<file path="src/rtl/ir_controller_pkg.sv">
// ir_controller_pkg: shared types for the external interrupt front-end.
// Holds the 2-bit FSM state encoding used by ir_controller.
package ir_controller_pkg;

  typedef enum logic [1:0] {
    IR_IDLE    = 2'd0,
    IR_PENDING = 2'd1,
    IR_SERVICE = 2'd2
  } ir_state_e;

endpackage

</file>
<file path="src/rtl/ir_controller_if.sv">
// ir_controller_if: CP0-facing handshake of the interrupt front-end.
//   ir_en          CP0 -> ctrl  CP0 will accept an interrupt
//   ir_ack         CP0 -> ctrl  one-cycle pulse, interrupt taken
//   eret           CP0 -> ctrl  one-cycle pulse, handler returned
//   ir_req         ctrl -> CP0  request into CP0 ir_in
//   ir_pending     ctrl -> CP0  request latched, not yet acknowledged
//   ir_in_service  ctrl -> CP0  handler running (between ack and ERET)
//   ir_lost_cnt    ctrl -> CP0  saturating count of dropped rising edges
// master = CP0 side, slave = ir_controller side.
interface ir_controller_if #(
  parameter int unsigned LOST_W = 8
);
  logic              ir_en;
  logic              ir_ack;
  logic              eret;
  logic              ir_req;
  logic              ir_pending;
  logic              ir_in_service;
  logic [LOST_W-1:0] ir_lost_cnt;

  modport master (
    output ir_en, ir_ack, eret,
    input  ir_req, ir_pending, ir_in_service, ir_lost_cnt
  );

  modport slave (
    input  ir_en, ir_ack, eret,
    output ir_req, ir_pending, ir_in_service, ir_lost_cnt
  );
endinterface

</file>
<file path="src/rtl/ir_debounce.sv">
// ir_debounce: two-flop synchronizer for the raw interrupt line, plus an
// optional debounce filter selected by the IR_DEBOUNCE_EN macro.
//   i_clk     main clock
//   i_rst     asynchronous active-high reset
//   i_btn_in  raw line, asynchronous to i_clk
//   o_lvl     filtered level
// With IR_DEBOUNCE_EN, o_lvl only follows the synchronized line after it has
// differed from o_lvl for DEBOUNCE_CYCLES consecutive cycles. Without it,
// o_lvl is the synchronizer output itself.
module ir_debounce #(
  parameter int unsigned DEBOUNCE_CYCLES = 50000,
  parameter int unsigned CNT_W           = 16
) (
  input  logic i_clk,
  input  logic i_rst,
  input  logic i_btn_in,
  output logic o_lvl
);

  if (DEBOUNCE_CYCLES == 0) begin : g_chk_cycles
    $error("ir_debounce: DEBOUNCE_CYCLES must be at least 1");
  end
  if ((DEBOUNCE_CYCLES >> CNT_W) != 0) begin : g_chk_width
    $error("ir_debounce: CNT_W too narrow for DEBOUNCE_CYCLES");
  end

  logic r_sync1;
  logic r_sync2;

  always_ff @(posedge i_clk or posedge i_rst) begin
    if (i_rst) begin
      r_sync1 <= 1'b0;
      r_sync2 <= 1'b0;
    end else begin
      r_sync1 <= i_btn_in;
      r_sync2 <= r_sync1;
    end
  end

`ifdef IR_DEBOUNCE_EN
  localparam logic [CNT_W-1:0] CNT_LAST = CNT_W'(DEBOUNCE_CYCLES - 1);

  logic             r_lvl;
  logic [CNT_W-1:0] r_cnt;

  // Counter measures how long the line has disagreed with the filtered level.
  always_ff @(posedge i_clk or posedge i_rst) begin
    if (i_rst) begin
      r_lvl <= 1'b0;
      r_cnt <= '0;
    end else if (r_sync2 == r_lvl) begin
      r_cnt <= '0;
    end else if (r_cnt == CNT_LAST) begin
      r_lvl <= r_sync2;
      r_cnt <= '0;
    end else begin
      r_cnt <= r_cnt + CNT_W'(1);
    end
  end

  assign o_lvl = r_lvl;
`else
  // No filter stage: the synchronizer output is the level, so a request
  // lands two edges after the line is first sampled.
  assign o_lvl = r_sync2;
`endif

endmodule

</file>
<file path="src/rtl/ir_controller.sv">
// ir_controller: turns a raw push-button line into a single-shot interrupt
// request for CP0, held until acknowledged and blocked until ERET.
//   i_clk     main clock
//   i_rst     asynchronous active-high reset
//   i_btn_in  raw external interrupt line
//   io_cp0    CP0 handshake (slave modport): ir_en, ir_ack, eret in;
//             ir_req, ir_pending, ir_in_service, ir_lost_cnt out
// Macro IR_DEBOUNCE_EN enables the debounce counter inside ir_debounce.
module ir_controller
  import ir_controller_pkg::*;
#(
  parameter int unsigned DEBOUNCE_CYCLES = 50000,
  parameter int unsigned CNT_W           = 16,
  parameter int unsigned LOST_W          = 8
) (
  input  logic            i_clk,
  input  logic            i_rst,
  input  logic            i_btn_in,
  ir_controller_if.slave  io_cp0
);

  logic              w_lvl;
  logic              r_lvl_q;
  logic              w_rise;
  logic              w_lost_inc;
  ir_state_e         r_state;
  ir_state_e         w_state_next;
  logic [LOST_W-1:0] r_lost_cnt;

  ir_debounce #(
    .DEBOUNCE_CYCLES (DEBOUNCE_CYCLES),
    .CNT_W           (CNT_W)
  ) u_debounce (
    .i_clk    (i_clk),
    .i_rst    (i_rst),
    .i_btn_in (i_btn_in),
    .o_lvl    (w_lvl)
  );

  assign w_rise = w_lvl & ~r_lvl_q;

  always_ff @(posedge i_clk or posedge i_rst) begin
    if (i_rst) begin
      r_lvl_q    <= 1'b0;
      r_state    <= IR_IDLE;
      r_lost_cnt <= '0;
    end else begin
      r_lvl_q <= w_lvl;
      r_state <= w_state_next;
      if (w_lost_inc && (r_lost_cnt != '1)) begin
        r_lost_cnt <= r_lost_cnt + LOST_W'(1);
      end
    end
  end

  always_comb begin
    w_state_next = r_state;
    w_lost_inc   = 1'b0;
    case (r_state)
      IR_IDLE: begin
        if (w_rise) w_state_next = IR_PENDING;
      end
      IR_PENDING: begin
        // A new edge while one is already latched is dropped, even if the
        // latched one is being acknowledged this cycle.
        w_lost_inc = w_rise;
        if (io_cp0.ir_ack) w_state_next = IR_SERVICE;
      end
      IR_SERVICE: begin
        // An edge coinciding with ERET becomes the next request, not a loss.
        if (io_cp0.eret) begin
          w_state_next = w_rise ? IR_PENDING : IR_IDLE;
        end else begin
          w_lost_inc = w_rise;
        end
      end
      default: w_state_next = IR_IDLE;
    endcase
  end

  assign io_cp0.ir_req        = (r_state == IR_PENDING) & io_cp0.ir_en;
  assign io_cp0.ir_pending    = (r_state == IR_PENDING);
  assign io_cp0.ir_in_service = (r_state == IR_SERVICE);
  assign io_cp0.ir_lost_cnt   = r_lost_cnt;

endmodule

</file>
<file path="src/flat_wrapper.sv">
// flat-port wrapper written by rule: the top's interface ports become plain ports
module ir_controller_flat import ir_controller_pkg::*;
#(
  parameter int unsigned DEBOUNCE_CYCLES = 50000,
  parameter int unsigned CNT_W           = 16,
  parameter int unsigned LOST_W          = 8
)
  (i_clk, i_rst, i_btn_in, io_cp0_ir_en, io_cp0_ir_ack, io_cp0_eret, io_cp0_ir_req, io_cp0_ir_pending, io_cp0_ir_in_service, io_cp0_ir_lost_cnt);
  ir_controller_if #(.LOST_W(LOST_W)) io_cp0_i ();
  input  logic i_clk;
  input  logic i_rst;
  input  logic i_btn_in;
  input wire logic [$bits(io_cp0_i.ir_en)-1:0] io_cp0_ir_en;
  input wire logic [$bits(io_cp0_i.ir_ack)-1:0] io_cp0_ir_ack;
  input wire logic [$bits(io_cp0_i.eret)-1:0] io_cp0_eret;
  output wire logic [$bits(io_cp0_i.ir_req)-1:0] io_cp0_ir_req;
  output wire logic [$bits(io_cp0_i.ir_pending)-1:0] io_cp0_ir_pending;
  output wire logic [$bits(io_cp0_i.ir_in_service)-1:0] io_cp0_ir_in_service;
  output wire logic [$bits(io_cp0_i.ir_lost_cnt)-1:0] io_cp0_ir_lost_cnt;
  assign io_cp0_i.ir_en = io_cp0_ir_en;
  assign io_cp0_i.ir_ack = io_cp0_ir_ack;
  assign io_cp0_i.eret = io_cp0_eret;
  assign io_cp0_ir_req = io_cp0_i.ir_req;
  assign io_cp0_ir_pending = io_cp0_i.ir_pending;
  assign io_cp0_ir_in_service = io_cp0_i.ir_in_service;
  assign io_cp0_ir_lost_cnt = io_cp0_i.ir_lost_cnt;
  ir_controller #(.DEBOUNCE_CYCLES(DEBOUNCE_CYCLES), .CNT_W(CNT_W), .LOST_W(LOST_W)) u_core (.i_clk(i_clk), .i_rst(i_rst), .i_btn_in(i_btn_in), .io_cp0(io_cp0_i));
endmodule
</file>
<file path="config.mk">
export PLATFORM = sky130hd
export DESIGN_NAME = ir_controller_flat
export DESIGN_NICKNAME = d
export VERILOG_FILES = /design/src/rtl/ir_controller_pkg.sv /design/src/rtl/ir_controller_if.sv /design/src/rtl/ir_debounce.sv /design/src/rtl/ir_controller.sv /design/src/flat_wrapper.sv
export SDC_FILE = /design/constraint.sdc
export NUM_CORES = 1
export LEC_CHECK = 0
export CORE_MARGIN = 2
export CORE_UTILIZATION = 51
export CTS_CLUSTER_SIZE = 20
export DETAILED_ROUTE_END_ITERATION = 8
export GPL_TIMING_DRIVEN = 0
export PLACE_DENSITY_LB_ADDON = 0.12
export SKIP_LAST_GASP = 1
export SYNTH_ARGS = -nofsm -noshare
export SYNTH_HDL_FRONTEND = slang
export SYNTH_SLANG_ARGS = --single-unit
</file>
<file path="constraint.sdc">
create_clock -name i_clk -period 4.5 [get_ports i_clk]
set_clock_uncertainty 0.2 [all_clocks]
set_input_delay 1.35 -clock i_clk [delete_from_list [all_inputs] [get_ports i_clk]]
set_output_delay 1.35 -clock i_clk [all_outputs]
set_load 0.02 [all_outputs]
</file>
==> results.txt, run 1 <==
Dividing the detail-routed wire length by the instance count gives 11.71 µm. The die outline area came out at 1743 µm². The number of pins with negative max-slew slack in the final report is 0, and the height of the chip is 41.76 µm.

The tools report the total inserted antenna cells as 0. CTS root buffer: clkbuf_4. Counting I/O delays and the setup requirement, the final critical path takes 4.056 ns. Compared with the post-synthesis result, the final layout area differs by 28.40%. The number of nets handed over by synthesis was 75. The pre-antenna-repair detailed-routing pass consisted of 4 iterations. The proportion of netlist area held by the largest area contributor came out at 44.75%.

The tools report the sequential standard cell area as 325.3 µm². The flop and latch count out of synthesis was 13; the fraction of met3 tracks used by global routing was 3.913%. For the number of antenna violations at the first check in global routing, the log shows 0.

After global routing, the most crowded layer is met2. For the worst-case clock buffer depth, the log shows 2. Among all flip-flop cells after synthesis, the most frequent one is dfrtp_1. Initial cell density of the core: 55.18%. The worst setup path is launched from an input port. The run gives 0 as the post-CTS resize count.

Clock latency on the worst-skew pair, taken at its later pin, is 0.26 ns. The count of endpoints failing setup in the final report came out at 0. The run gives 0 as the count of max-cap constraint violations. The tools report the leakage power total as 0.4173 nW. For this run, asynchronously set or reset flops after synthesis account for 100.0%. The cell accounting for the most synthesized area is dfrtp_1. Yosys mapped the design onto 25 distinct sky130hd cell types. The run gives 0 ns as the summed negative setup slack over all endpoints. The total detailed-routing wirelength was 1159 µm. The logs give 0.7282 for the routability-driven placement congestion ratio and 726.9 µm² for the post-synthesis instance area.

STA classifies the critical path endpoint as an output port. The via density per instance works out to 5.172. The kind of critical path was input port to output port.

At the pin with the least slew margin, the transition time is 0.4879 ns. At the worst endpoint, the required time is 2.95 ns. Cells with a size suffix above 1 make up 15.48% of the layout.

Dividing total power by cell area gives a power density of 542.6 nW/µm². Summing all non-filler instances in the final layout gives an area of 933.4 µm². The arrival time of the worst setup path was 2.51 ns. Pin placement for this block handled 17 I/O pins.

The logs give 64 for the post-synthesis cell count and 0 for the post-detailed-route count of antenna-violating nets. The first global-routing pass estimated 2139 µm of wire. The run gives 19.78% as the met1 usage. The count of input and output buffers works out to 16. Global routing used 26.56% of the available met2 tracks.

The logs give 0 for the total congestion overflow and 933.9 µm for the half-perimeter wire length after placement. After detailed routing, the number of remaining DRC violations is 0. The number of setup buffers added after CTS was 0. The sequential area share after synthesis was 44.75%. The H-tree depth came out at 1. Counting the buffers created by CTS gives 3. From left edge to right edge, the die measures 41.76 µm.

Quantity of hold-fixing buffers added after cts: 0. Timing would allow up to 246.5 MHz. The ratio of final minimum period to clock period is 90.14%. TritonCTS built the clock tree.

The number of global-route vias before repair was 526. The area used by multi-input combinational logic is 360.3 µm². The tightest min-delay check is of the flop to flop type.

The net count of the finished layout is 96. After the first detailed-routing iteration, the DRC count stood at 3. Entering global routing, the biggest net connects 14 pins. The final-report hold violation count was 0; the maximum fanout count along the critical path was 1.

For the count of warnings emitted by yosys, the log shows 0. After floorplanning, the core was sized to cover 1318 µm². CTS saw 13 sinks.

The number of flops mapped to enable cells by yosys is 0, and the peak supply drop is 0.3123 mV. In the global route stage, overall resource usage came out at 15.90%. In the post-synthesis netlist, the biggest area contributors are dfrtp_1 (45%), ha_1 (8.6%), inv_1 (5.7%). Headroom to the max-slew limit came out at 67.44%. The run gives 905.9 µm² as the standard cell area after detailed placement.

After filler insertion, the fill cell instance count of the layout stands at 95. The average instance area after synthesis works out to 11.36 µm². Across all layers, the routed design uses 512 vias. Clock-pin slew was measured on the worst setup and hold paths at 0.08 ns. The flow ran to the end, and the final reports show no timing, DRC or antenna violations. Setup repair after global routing left no endpoint under its margin. The initialized floorplan defines 13 standard-cell rows.
state kept, by name (all words and copies together), names as in the netlist:
register,cells
u_core.r_lvl_q,1
u_core.u_debounce.o_lvl,1
u_core.u_debounce.r_sync1,1
u_core.io_cp0.ir_lost_cnt,8
u_core.r_state,2
cell type report:
cell class / count / area share (%)
clock buffer: 3 / 2.413
tap: 15 / 2.011
inverter: 11 / 4.424
multi-input combinational: 40 / 38.61
clock inverter: 1 / 0.5362
sequential: 13 / 34.85
timing repair buffer: 16 / 17.16
worst max-delay path, cell delays in order:
cell,delay (ns)
clkdlybuf4s50_1,0.45
and2_1,0.12
clkdlybuf4s50_1,0.59
layout by cell type (no fill, tap or decap), types with 2 or more instances in the layout:
cell / Yosys / routed
clkbuf_4: 0 / 3
nand3_1: 3 / 3
inv_1: 11 / 11
dfrtp_1: 13 / 13
nor2_1: 3 / 3
a21oi_1: 4 / 4
nand2_1: 2 / 2
ha_1: 5 / 5
clkdlybuf4s50_1: 0 / 16
mux2i_1: 2 / 2
nor2b_4: 2 / 2
xor2_1: 3 / 3
nor3_1: 2 / 2
synth_stat cells, types with 2 or more instances:
library cell,instances
xor2_1,3
nor2b_4,2
nor2_1,3
inv_1,11
dfrtp_1,13
ha_1,5
mux2i_1,2
a21oi_1,4
nand2_1,2
nand3_1,3
nor3_1,2
where the power goes:
part           leakage [nW]  switching (mW)  internal, mW
Sequential            0.154          0.0349         0.147
Clock                0.0177          0.0362        0.0328
Combinational         0.245           0.133         0.123
Total                 0.417           0.204         0.303
metal layers:
| metal | part of all wire [%] | routed length [µm] |
|---|---|---|
| met1 | 44 | 515 |
| met4 | 0.86 | 10 |
| met3 | 4.3 | 50 |
| met2 | 50 | 582 |
| met5 | 0 | 0 |
metrics by stage:
stage               util [%]  power, mW  setup slack (ns)  hold slack, ns  std cells
global route           70.85     0.5478            0.4062          0.1741         99
finish                 70.85     0.5065            0.4436          0.1581         99
detailed placement     68.76     0.4408            0.4339          0.1434         95
CTS                    70.85     0.5130            0.4365          0.1623         99
global placement       68.76     0.4339            0.4499          0.1472         95
floorplan                  -     0.3513             1.384          0.1312         64
worst paths after layout:
| path | from | endpoint | slack (ns) | cells past startpoint |
|---|---|---|---|---|
| max in group asynchronous | i_rst | u_core.io_cp0.ir_lost_cnt[4] | 2.58 | 2 |
| hold / removal | u_core.u_debounce.r_sync1 | u_core.u_debounce.o_lvl | 0.16 | 0 |
| setup reg to reg | u_core.r_state[0] | u_core.io_cp0.ir_lost_cnt[7] | 2.58 | 6 |
| min in group asynchronous | i_rst | u_core.u_debounce.o_lvl | 1.19 | 2 |
| hold reg to reg | u_core.u_debounce.r_sync1 | u_core.u_debounce.o_lvl | 0.16 | 0 |
| setup / recovery | io_cp0_ir_en | io_cp0_ir_req | 0.44 | 3 |
kinds of logic after synthesis:
| group | after synthesis | share of synthesized area (%) |
|---|---|---|
| muxes | 5 | 7.917 |
| xor gates and xnor gates | 4 | 4.820 |
| adders and majority gates | 5 | 8.606 |
| buffers and inverters | 11 | 5.680 |
| AOI/OAI and AO/OA | 10 | 13.43 |
| DFF | 13 | 44.75 |
| and+or+nand+nor | 16 | 14.80 |
No activity file was read; power rests on OpenSTA's default activity.
==> run 2, diff against run 1 <==
Settings changed: SLEW_MARGIN set to 40.
==> results of run 2 <==
Same layout as run 1: the final DEF is identical, and so are final timing and power.
==> run 3, diff against run 2 <==
Settings changed: CAP_MARGIN set to 25, GPL_TIMING_DRIVEN 0 to unset.
==> run 3 against run 2 <==
Effect of this change: wire length rose by 11%; core utilization fell by 0.095 points; power rose by 0.72%; die area did not move; global-route usage rose by 1.4 points; critical path depth did not move; cell count did not move; sequential power barely moved; register-to-register slack barely moved; clock power fell by 1%; count of clock-buffer cells in the layout rose by 1; critical path type unchanged; highest routed layer is now met3.
==> results.txt, run 3 (synthesis gave the netlist of run 1 again) <==
Per report_power, the clock group accounts for 13.4% of the total. The tightest min-delay check is of the flop to flop type. Clock-pin slew reported for the worst setup and hold paths after clock tree synthesis: 0.07 ns. The run gives 3 as the number of clock buffers inserted by TritonCTS.

Leaving out fill and tap cells, the most frequent cell in the layout is clkdlybuf4s50_1. The worst path in the final design needs a cycle of 4.047 ns, including I/O delays and setup. Fill cells in the final layout number 105.

Setup repair after global routing left no endpoint under its margin. The share of total power dissipated in combinational logic is 51.0%. Across the run, the number of max-cap violations was 0. From synthesis to final layout, the design area changed by 28.23%.

The run gives 0.3448 mV as the peak supply drop. The worst setup path is launched from an input port. The startpoint of the lowest-slack hold path is u_core.u_debounce.r_sync1.

For the smallest hold slack, the log shows 0.1607 ns. The reported net switching power is 0.2056 mW. Once detail routing completed, the nets flagged for antenna violations numbered 0. The detailed-route DRC error count is 0, and the half-perimeter wire length after placement is 974.2 µm.

The final-report hold violation count was 0; the total routing resource utilization after global routing was 17.29%. The total chip power was 0.5101 mW. The critical path in this run is classified as input port to output port. Static timing analysis puts the maximum clock frequency at 247.1 MHz.

The via density per instance was 5.131; the via count was 508. At the end of the flow, the number of nets in the layout was 96. The ratio of final minimum period to clock period works out to 89.92%.

The initialized floorplan defines 13 standard-cell rows. Category of the worst setup path capture point: an output port. The startpoint identified for the worst register-to-register timing path is u_core.r_state[0].

The tools report the post-route core utilization as 70.75%. The run gives 2 as the worst-case clock buffer depth. After clock tree synthesis, the flow added hold-fix buffers numbering 0. The clock net in this run drives a total of 13 sinks. The tools report the count of endpoints failing setup in the final report as 0. For the pin with the worst max-slew slack, the measured transition is 0.4893 ns. The path with the worst hold slack has its endpoint at u_core.u_debounce.o_lvl.

The total overflow left after global routing is 0. Data arrives at the worst endpoint at 2.50 ns. The number of antenna violations at the first check in global routing was 0.

The floorplan step defined a die boundary enclosing 1743 µm². Cell internal power was estimated by the tool at 0.3045 mW. After the first detailed-routing iteration, the DRC count stood at 3. In this run the power density over the cells is 547.2 nW/µm².

The H-tree depth is 1, and the height of the chip is 41.76 µm. Cells with a size suffix above 1 make up 14.29% of the layout. The first TritonRoute pass finished after 3 iterations. TritonCTS built the clock tree. The logs give 55.18% for the initial cell density of the core and 0.4534 ns for the minimum setup slack in the final design.

The core region is 1318 µm². The logs give 0.7314 for the routability-driven placement congestion ratio and 2.95 ns for the endpoint required time on the critical path. The total detailed-routing wirelength is 1281 µm, and the relative slew slack is 67.34%. The maximum fanout count along the critical path was 1. Adding up every negative setup slack in the final design gives 0 ns.

The logs give 14 for the maximum number of pins on one net before global-route repair and 0 for the number of pins with negative max-slew slack in the final report. The tools report the CTS root buffer as clkbuf_4. The number of setup buffers added after CTS was 0. The capture point of the worst reg-to-reg path is u_core.io_cp0.ir_lost_cnt[7]. The number of cells on the worst reg-to-reg path is 6. The logs give 2.57 ns for the register-to-register path setup slack and 17 for the I/O pin count. The run finished with clean final reports. The library cells used most frequently in the layout, excluding fill and tap cells, are clkdlybuf4s50_1 (16), dfrtp_1 (13), inv_1 (11). The post-placement setup slack is 0.4469 ns, and the count of input and output buffers is 16. The hold path depth was 0; the post-CTS resize count was 0.

The clock reaches the later pin of the worst-skew pair after 0.26 ns. The repair_antennas step left the layout with diodes totalling 0. The switching fraction of total power works out to 40.30%. The leakage power total was 0.4145 nW; the number of global-route vias before repair was 541.

The overall die width is 41.76 µm, and the routed wire length per instance is 12.94 µm. The first global-routing pass estimated 2297 µm of wire. The register with the most flip-flops in the layout has 8 of them. Sequential cells account for 35.6% of the total power.
-- run 3: changes by cell type in the layout (fill, tap and decap cells not counted) --
| cell | previous run | this run |
|---|---|---|
| clkinv_2 | 1 | 0 |
| clkbuf_1 | 0 | 1 |
-- run 3: power by group through the flow --
stage               clock, mW  combinational, mW  sequential [mW]
floorplan                   0              0.150            0.201
global placement            0              0.252            0.182
detailed placement          0              0.261            0.182
CTS                    0.0727              0.264            0.181
global route           0.0764              0.284            0.187
finish                 0.0682              0.260            0.182
-- run 3: layout make-up --
class	instances	area, µm²	share of cell area (%)
clock buffers	4	26.28	2.819
inverters	11	41.29	4.430
multi-input cells	40	360.3	38.66
flip-flops and latches	13	325.3	34.90
well taps	15	18.77	2.013
repair buffers	16	160.2	17.18
-- run 3: layer usage --
| metal | track usage, % | share of wire (%) | vias to the layer above |
|---|---|---|---|
| met5 | 0 | 0 | - |
| met3 | 9.130 | 4.5 | 0 |
| met4 | 1.935 | 0 | 0 |
| met2 | 29.38 | 52 | 11 |
| li1 | - | - | 253 |
| met1 | 19.83 | 44 | 244 |
-- run 3: how the worst max path moves through the flow --
stage | endpoint | slack [ns] | start | cells after the start
CTS | io_cp0_ir_req | 0.45 | io_cp0_ir_en | 3
finish | io_cp0_ir_req | 0.45 | io_cp0_ir_en | 3
global placement | io_cp0_ir_req | 0.45 | io_cp0_ir_en | 3
global route | io_cp0_ir_req | 0.40 | io_cp0_ir_en | 3
floorplan | io_cp0_ir_req | 1.38 | io_cp0_ir_en | 1
detailed placement | io_cp0_ir_req | 0.45 | io_cp0_ir_en | 3
-- run 3: through the flow --
stage	cell area [µm²]	std cells
global route	932.1	99
CTS	932.1	99
global placement	905.9	95
detailed placement	905.9	95
floorplan	726.9	64
finish	932.1	99
-- run 3: critical path: stages --
cell	delay, ns
clkdlybuf4s50_1	0.44
and2_1	0.11
clkdlybuf4s50_1	0.59
==> RTL edit 1, RTL diff (settings of run 3) <==
Re-encode `ir_state_e` (3 states) as one-hot, 3 bits wide.
--- a/src/rtl/ir_controller_pkg.sv
+++ b/src/rtl/ir_controller_pkg.sv
@@ -4,6 +4,6 @@
 
-  typedef enum logic [1:0] {
-    IR_IDLE    = 2'd0,
-    IR_PENDING = 2'd1,
-    IR_SERVICE = 2'd2
+  typedef enum logic [2:0] {
+    IR_IDLE    = 3'b001,
+    IR_PENDING = 3'b010,
+    IR_SERVICE = 3'b100
   } ir_state_e;
Formal check against the unedited RTL: same outputs for any inputs over 10 cycles, from zero or initial values and one cycle with i_rst high; not proved beyond that.
==> RTL edit 1 against run 3 <==
Wire length grew 1.9%. Critical path type unchanged. Largest cell class is now flip-flops and latches. Hold slack gained 0.0075 ns. Sequential cell count grew 1. Synthesized area shrank 3.1%. Sequential share of layout area grew 3.5 points. Register-to-register slack gained 0.16 ns. Final area shrank 1.9%. Worst setup slack lost 0.041 ns. Via count grew 8.5%. Final cell count shrank 1.0%.
Power is not compared: it rests on default switching activity, and its combinational part moved more than twofold at a synthesized area within 25%.
==> RTL edit 1: results (changes against run 3) <==
Synth
  • Synth area leaders: dfrtp_1 46%, dfstp_2 3.7%, mux2_1 3.2%, o211a_4 2.5%, a21oi_1 2.1%
  • Mux cell area share after synthesis: 6.93% (-0.99 points)
  • Synth Area in Compound Gates: 12.8% (-0.64 points)
  • Yosys cell types: 34 (+36%)
  • Register area share after synthesis: 49.9% (+5.2 points)
  • Xor-xnor portion of the synthesized cell area: 2.49% (-2.3 points)
  • Top cell types by occurrence after synthesis: 13 x dfrtp_1, 4 x nand2_1, 4 x nor2_1
  • Synth Area in Adders: 1.78% (-6.8 points)
  • Yosys top cell area share: 46.2% (+1.4 points)
  • Synthesized Nets: 71 (-5.3%)

Cells and area
  • Inverters: 3 (-8)
  • Nonclk buf count: 16 (unchanged)
  • FFs & Latches: 14 (+1)
  • Layout Nets: 91 (-5.2%)
  • Sequential share of cell area: 38.4% (+3.5 points)
  • Top cell category: flip-flops and latches
  • Multi-In Gates: 46 (+15%)
  • Clock-cell share: 3.97% (+1.1 points)
  • Fillers: 112 (+6.7%)
  • Multi-input combinational area share: 36.8% (-1.9 points)
  • Share of layout cells above drive strength 1: 14.5% (+0.17 points)
  • Non-clk buf share: 17.5% (+0.33 points)

Clock tree
  • Longest Clk Path Bufs: 2 (unchanged)
  • Clk Latency, worst-skew pair: 0.28 ns (+0.02 ns)

Route
  • 1st-iter DRT viols: 5 (+2)
  • Via count: 551 (+8.5%)
  • DR pass1 iterations: 2 (-1)
  • Routed len/inst: 13.3 um (+2.9%)

Global routing
  • Vias in the first global route: 491 (-9.2%)
  • GRT overflow: 0 (unchanged)
  • Largest net degree at the start of global routing: 15 (+1)
  • First-pass GRT wire length: 2170 um (-5.7%)
  • Total track usage: 19.3% (+2.0 points)

Pwr
  • Switching power: 78.1 uW

Setup path
  • Crit-path max FO: 1 (unchanged)
  • Slowest-stage cell, CP: clkdlybuf4s50_1
  • CP Data Arrival Time: 2.54 ns (+0.04 ns)

Placed design
  • DPL Wire Length: 960 um (-1.5%)
  • Routability Congestion: 0.739 (+0.98%)

STA
  • Worst slew pin tran: 0.534 ns (+0.0452 ns)

Run status
  • Outcome: complete, no violations
==> RTL edit 1: routing by layer <==
| metal | part of all wire (%) | global-route usage [%] | vias up | wire (um) |
|---|---|---|---|---|
| met1 | 46 | 24.9 | 265 | 599 |
| met3 | 6.4 | 5.43 | 0 | 83 |
| li1 | - | - | 272 | - |
| met5 | 0 | 0 | - | 0 |
| met2 | 48 | 31.6 | 14 | 623 |
| met4 | 0 | 4.84 | 0 | 0 |
==> RTL edit 1: kinds of logic after synthesis <==
family	count (synthesis)
buffers and inverters	4
muxes	4
DFF	14
AOI/OAI and AO/OA	12
xor gates and xnor gates	2
and+or+nand+nor	27
adders and majority gates	1
==> RTL edit 1: path summary, 6_finish.rpt <==
check	depth (start not counted)	start	endpoint	slack (ns)
max	3	io_cp0_ir_en	io_cp0_ir_req	0.41
min	0	u_core.u_debounce.r_sync1	u_core.u_debounce.o_lvl	0.17
max reg2reg	5	u_core.io_cp0.ir_lost_cnt[0]	u_core.io_cp0.ir_lost_cnt[1]	2.73
min reg2reg	0	u_core.u_debounce.r_sync1	u_core.u_debounce.o_lvl	0.17
max in group asynchronous	2	i_rst	u_core.r_state[2]	2.51
min in group asynchronous	2	i_rst	u_core.io_cp0.ir_lost_cnt[4]	1.22
==> RTL edit 1: per-stage QoR <==
stage               std cells  setup slack, ns  cell area, um2  utilization (%)
floorplan                  64             1.35             704                -
global placement           94            0.425             878             67.5
detailed placement         94            0.405             878             67.5
CTS                        98            0.399             915             70.3
global route               98            0.369             915             70.3
finish                     98            0.412             915             70.3
==> RTL edit 1: worst register-to-register path: cells and delay by family, from the launching register on <==
| kind | cells | cell delay, ns |
|---|---|---|
| and+or+nand+nor | 3 | 0.59 |
| DFF | 1 | 0.41 |
| muxes | 1 | 0.29 |
| adders and majority gates | 1 | 0.18 |
==> RTL edit 2, RTL diff (config.mk and constraints of run 3) <==
Made on the original files. `LOST_W` is set to 8 in 3 places; all go to 10.
--- a/src/rtl/ir_controller_if.sv
+++ b/src/rtl/ir_controller_if.sv
@@ -10,3 +10,3 @@
 interface ir_controller_if #(
-  parameter int unsigned LOST_W = 8
+  parameter int unsigned LOST_W = 10
 );
--- a/src/rtl/ir_controller.sv
+++ b/src/rtl/ir_controller.sv
@@ -13,3 +13,3 @@
   parameter int unsigned CNT_W           = 16,
-  parameter int unsigned LOST_W          = 8
+  parameter int unsigned LOST_W          = 10
 ) (
--- a/src/flat_wrapper.sv
+++ b/src/flat_wrapper.sv
@@ -5,3 +5,3 @@
   parameter int unsigned CNT_W           = 16,
-  parameter int unsigned LOST_W          = 8
+  parameter int unsigned LOST_W          = 10
 )
Interface: changed (resized io_cp0_ir_lost_cnt); port bits go from 17 to 19. No check against the original RTL was run, so the function may have changed too.
==> RTL edit 2 against run 3 <==
Worst setup slack got worse by 0.0040 ns. Synthesized area increased by 14%. Wire length increased by 13%. Sequential cell count increased by 2. Final area increased by 13%. Critical path depth unchanged. Synthesized cell count increased by 17%. Power decreased by 15%. Via count increased by 23%. Critical path type unchanged. Highest routed layer is now met4.
==> RTL edit 2: results (changes against run 3) <==
Run status
  • Outcome: complete, no violations

Global routing
  • First-pass GRT wire length: 2530 um (+9.9%)
  • Met3 usage: 4.90% (-4.2 points)
  • Largest net degree at the start of global routing: 16 (+2)
  • Total track usage: 17.2% (-0.050 points)

Route
  • Highest routed layer: met4
  • Routed vias/inst: 5.51 (+7.4%)
  • DR pass1 iterations: 4 (+1)
  • DR WL met3: 92 um (+59%)
  • 1st-iter DRT viols: 10 (+7)
  • Met2 Routed Length: 615 um (-7.4%)
  • Routed len/inst: 12.8 um (-1.2%)

Placed design
  • Cells after DPL: 109 (+15%)
  • # port buffers: 18 (+2)
  • Cell Area, Placed: 0.00103 mm2 (+14%)
  • Routability Congestion: 0.765 (+4.6%)

Pwr
  • Power per cell area: 412 mW/mm2 (-25%)
  • Leakage Power: 0.486 nW (+17%)
  • Sw Share: 36.6% (-3.7 points)
  • Clock Power Share: 17.1% (+3.7 points)
  • Seq pwr share: 41.8% (+6.2 points)
  • Peak supply drop: 290 uV (-16%)

Synth
  • Cells after synthesis: 75 (+17%)
  • Yosys cell types: 29 (+16%)
  • Register area share after synthesis: 45.3% (+0.57 points)
  • Synthesized Nets: 87 (+16%)
  • Xor-xnor portion of the synthesized cell area: 1.06% (-3.8 points)
  • Synth area leaders: dfrtp_1 45%, ha_1 9.1%, mux2_2 8.2%, nor2b_4 3.3%, inv_1 3.2%
  • Top cell types by occurrence after synthesis: 15 x dfrtp_1, 7 x inv_1, 7 x nand2_1

Cells and area
  • Fillers: 115 (+9.5%)
  • Area growth syn-to-layout: 27.5%
  • Number of flip-flops in the largest register: 10 (+2)

STA
  • Fin Hold WS: 0.155 ns (-0.00569 ns)
  • Worst slew pin tran: 0.544 ns (+0.0545 ns)

Clock tree
  • Clk Latency, worst-skew pair: 0.28 ns (+0.02 ns)
  • Clock slew at reported path FFs: 0.09 ns (+0.02 ns)
-- RTL edit 2: cell type report --
class                      count  area share (%)
timing repair buffer          18            17.1
clock inverter                 1           0.474
tap                           16            1.90
multi-input combinational     53            40.4
inverter                       7            2.49
clock buffer                   3            2.13
sequential                    15            35.5
-- RTL edit 2: worst max path at each step --
| stage | start | endpoint | slack (ns) | depth (start not counted) |
|---|---|---|---|---|
| 2_1_floorplan | io_cp0_ir_en | io_cp0_ir_req | 1.39 | 1 |
| 3_3_place_gp | io_cp0_ir_en | io_cp0_ir_req | 0.45 | 3 |
| 3_5_place_dp | io_cp0_ir_en | io_cp0_ir_req | 0.44 | 3 |
| 4_1_cts | io_cp0_ir_en | io_cp0_ir_req | 0.44 | 3 |
| 5_1_grt | io_cp0_ir_en | io_cp0_ir_req | 0.41 | 3 |
| 6_report | io_cp0_ir_en | io_cp0_ir_req | 0.45 | 3 |
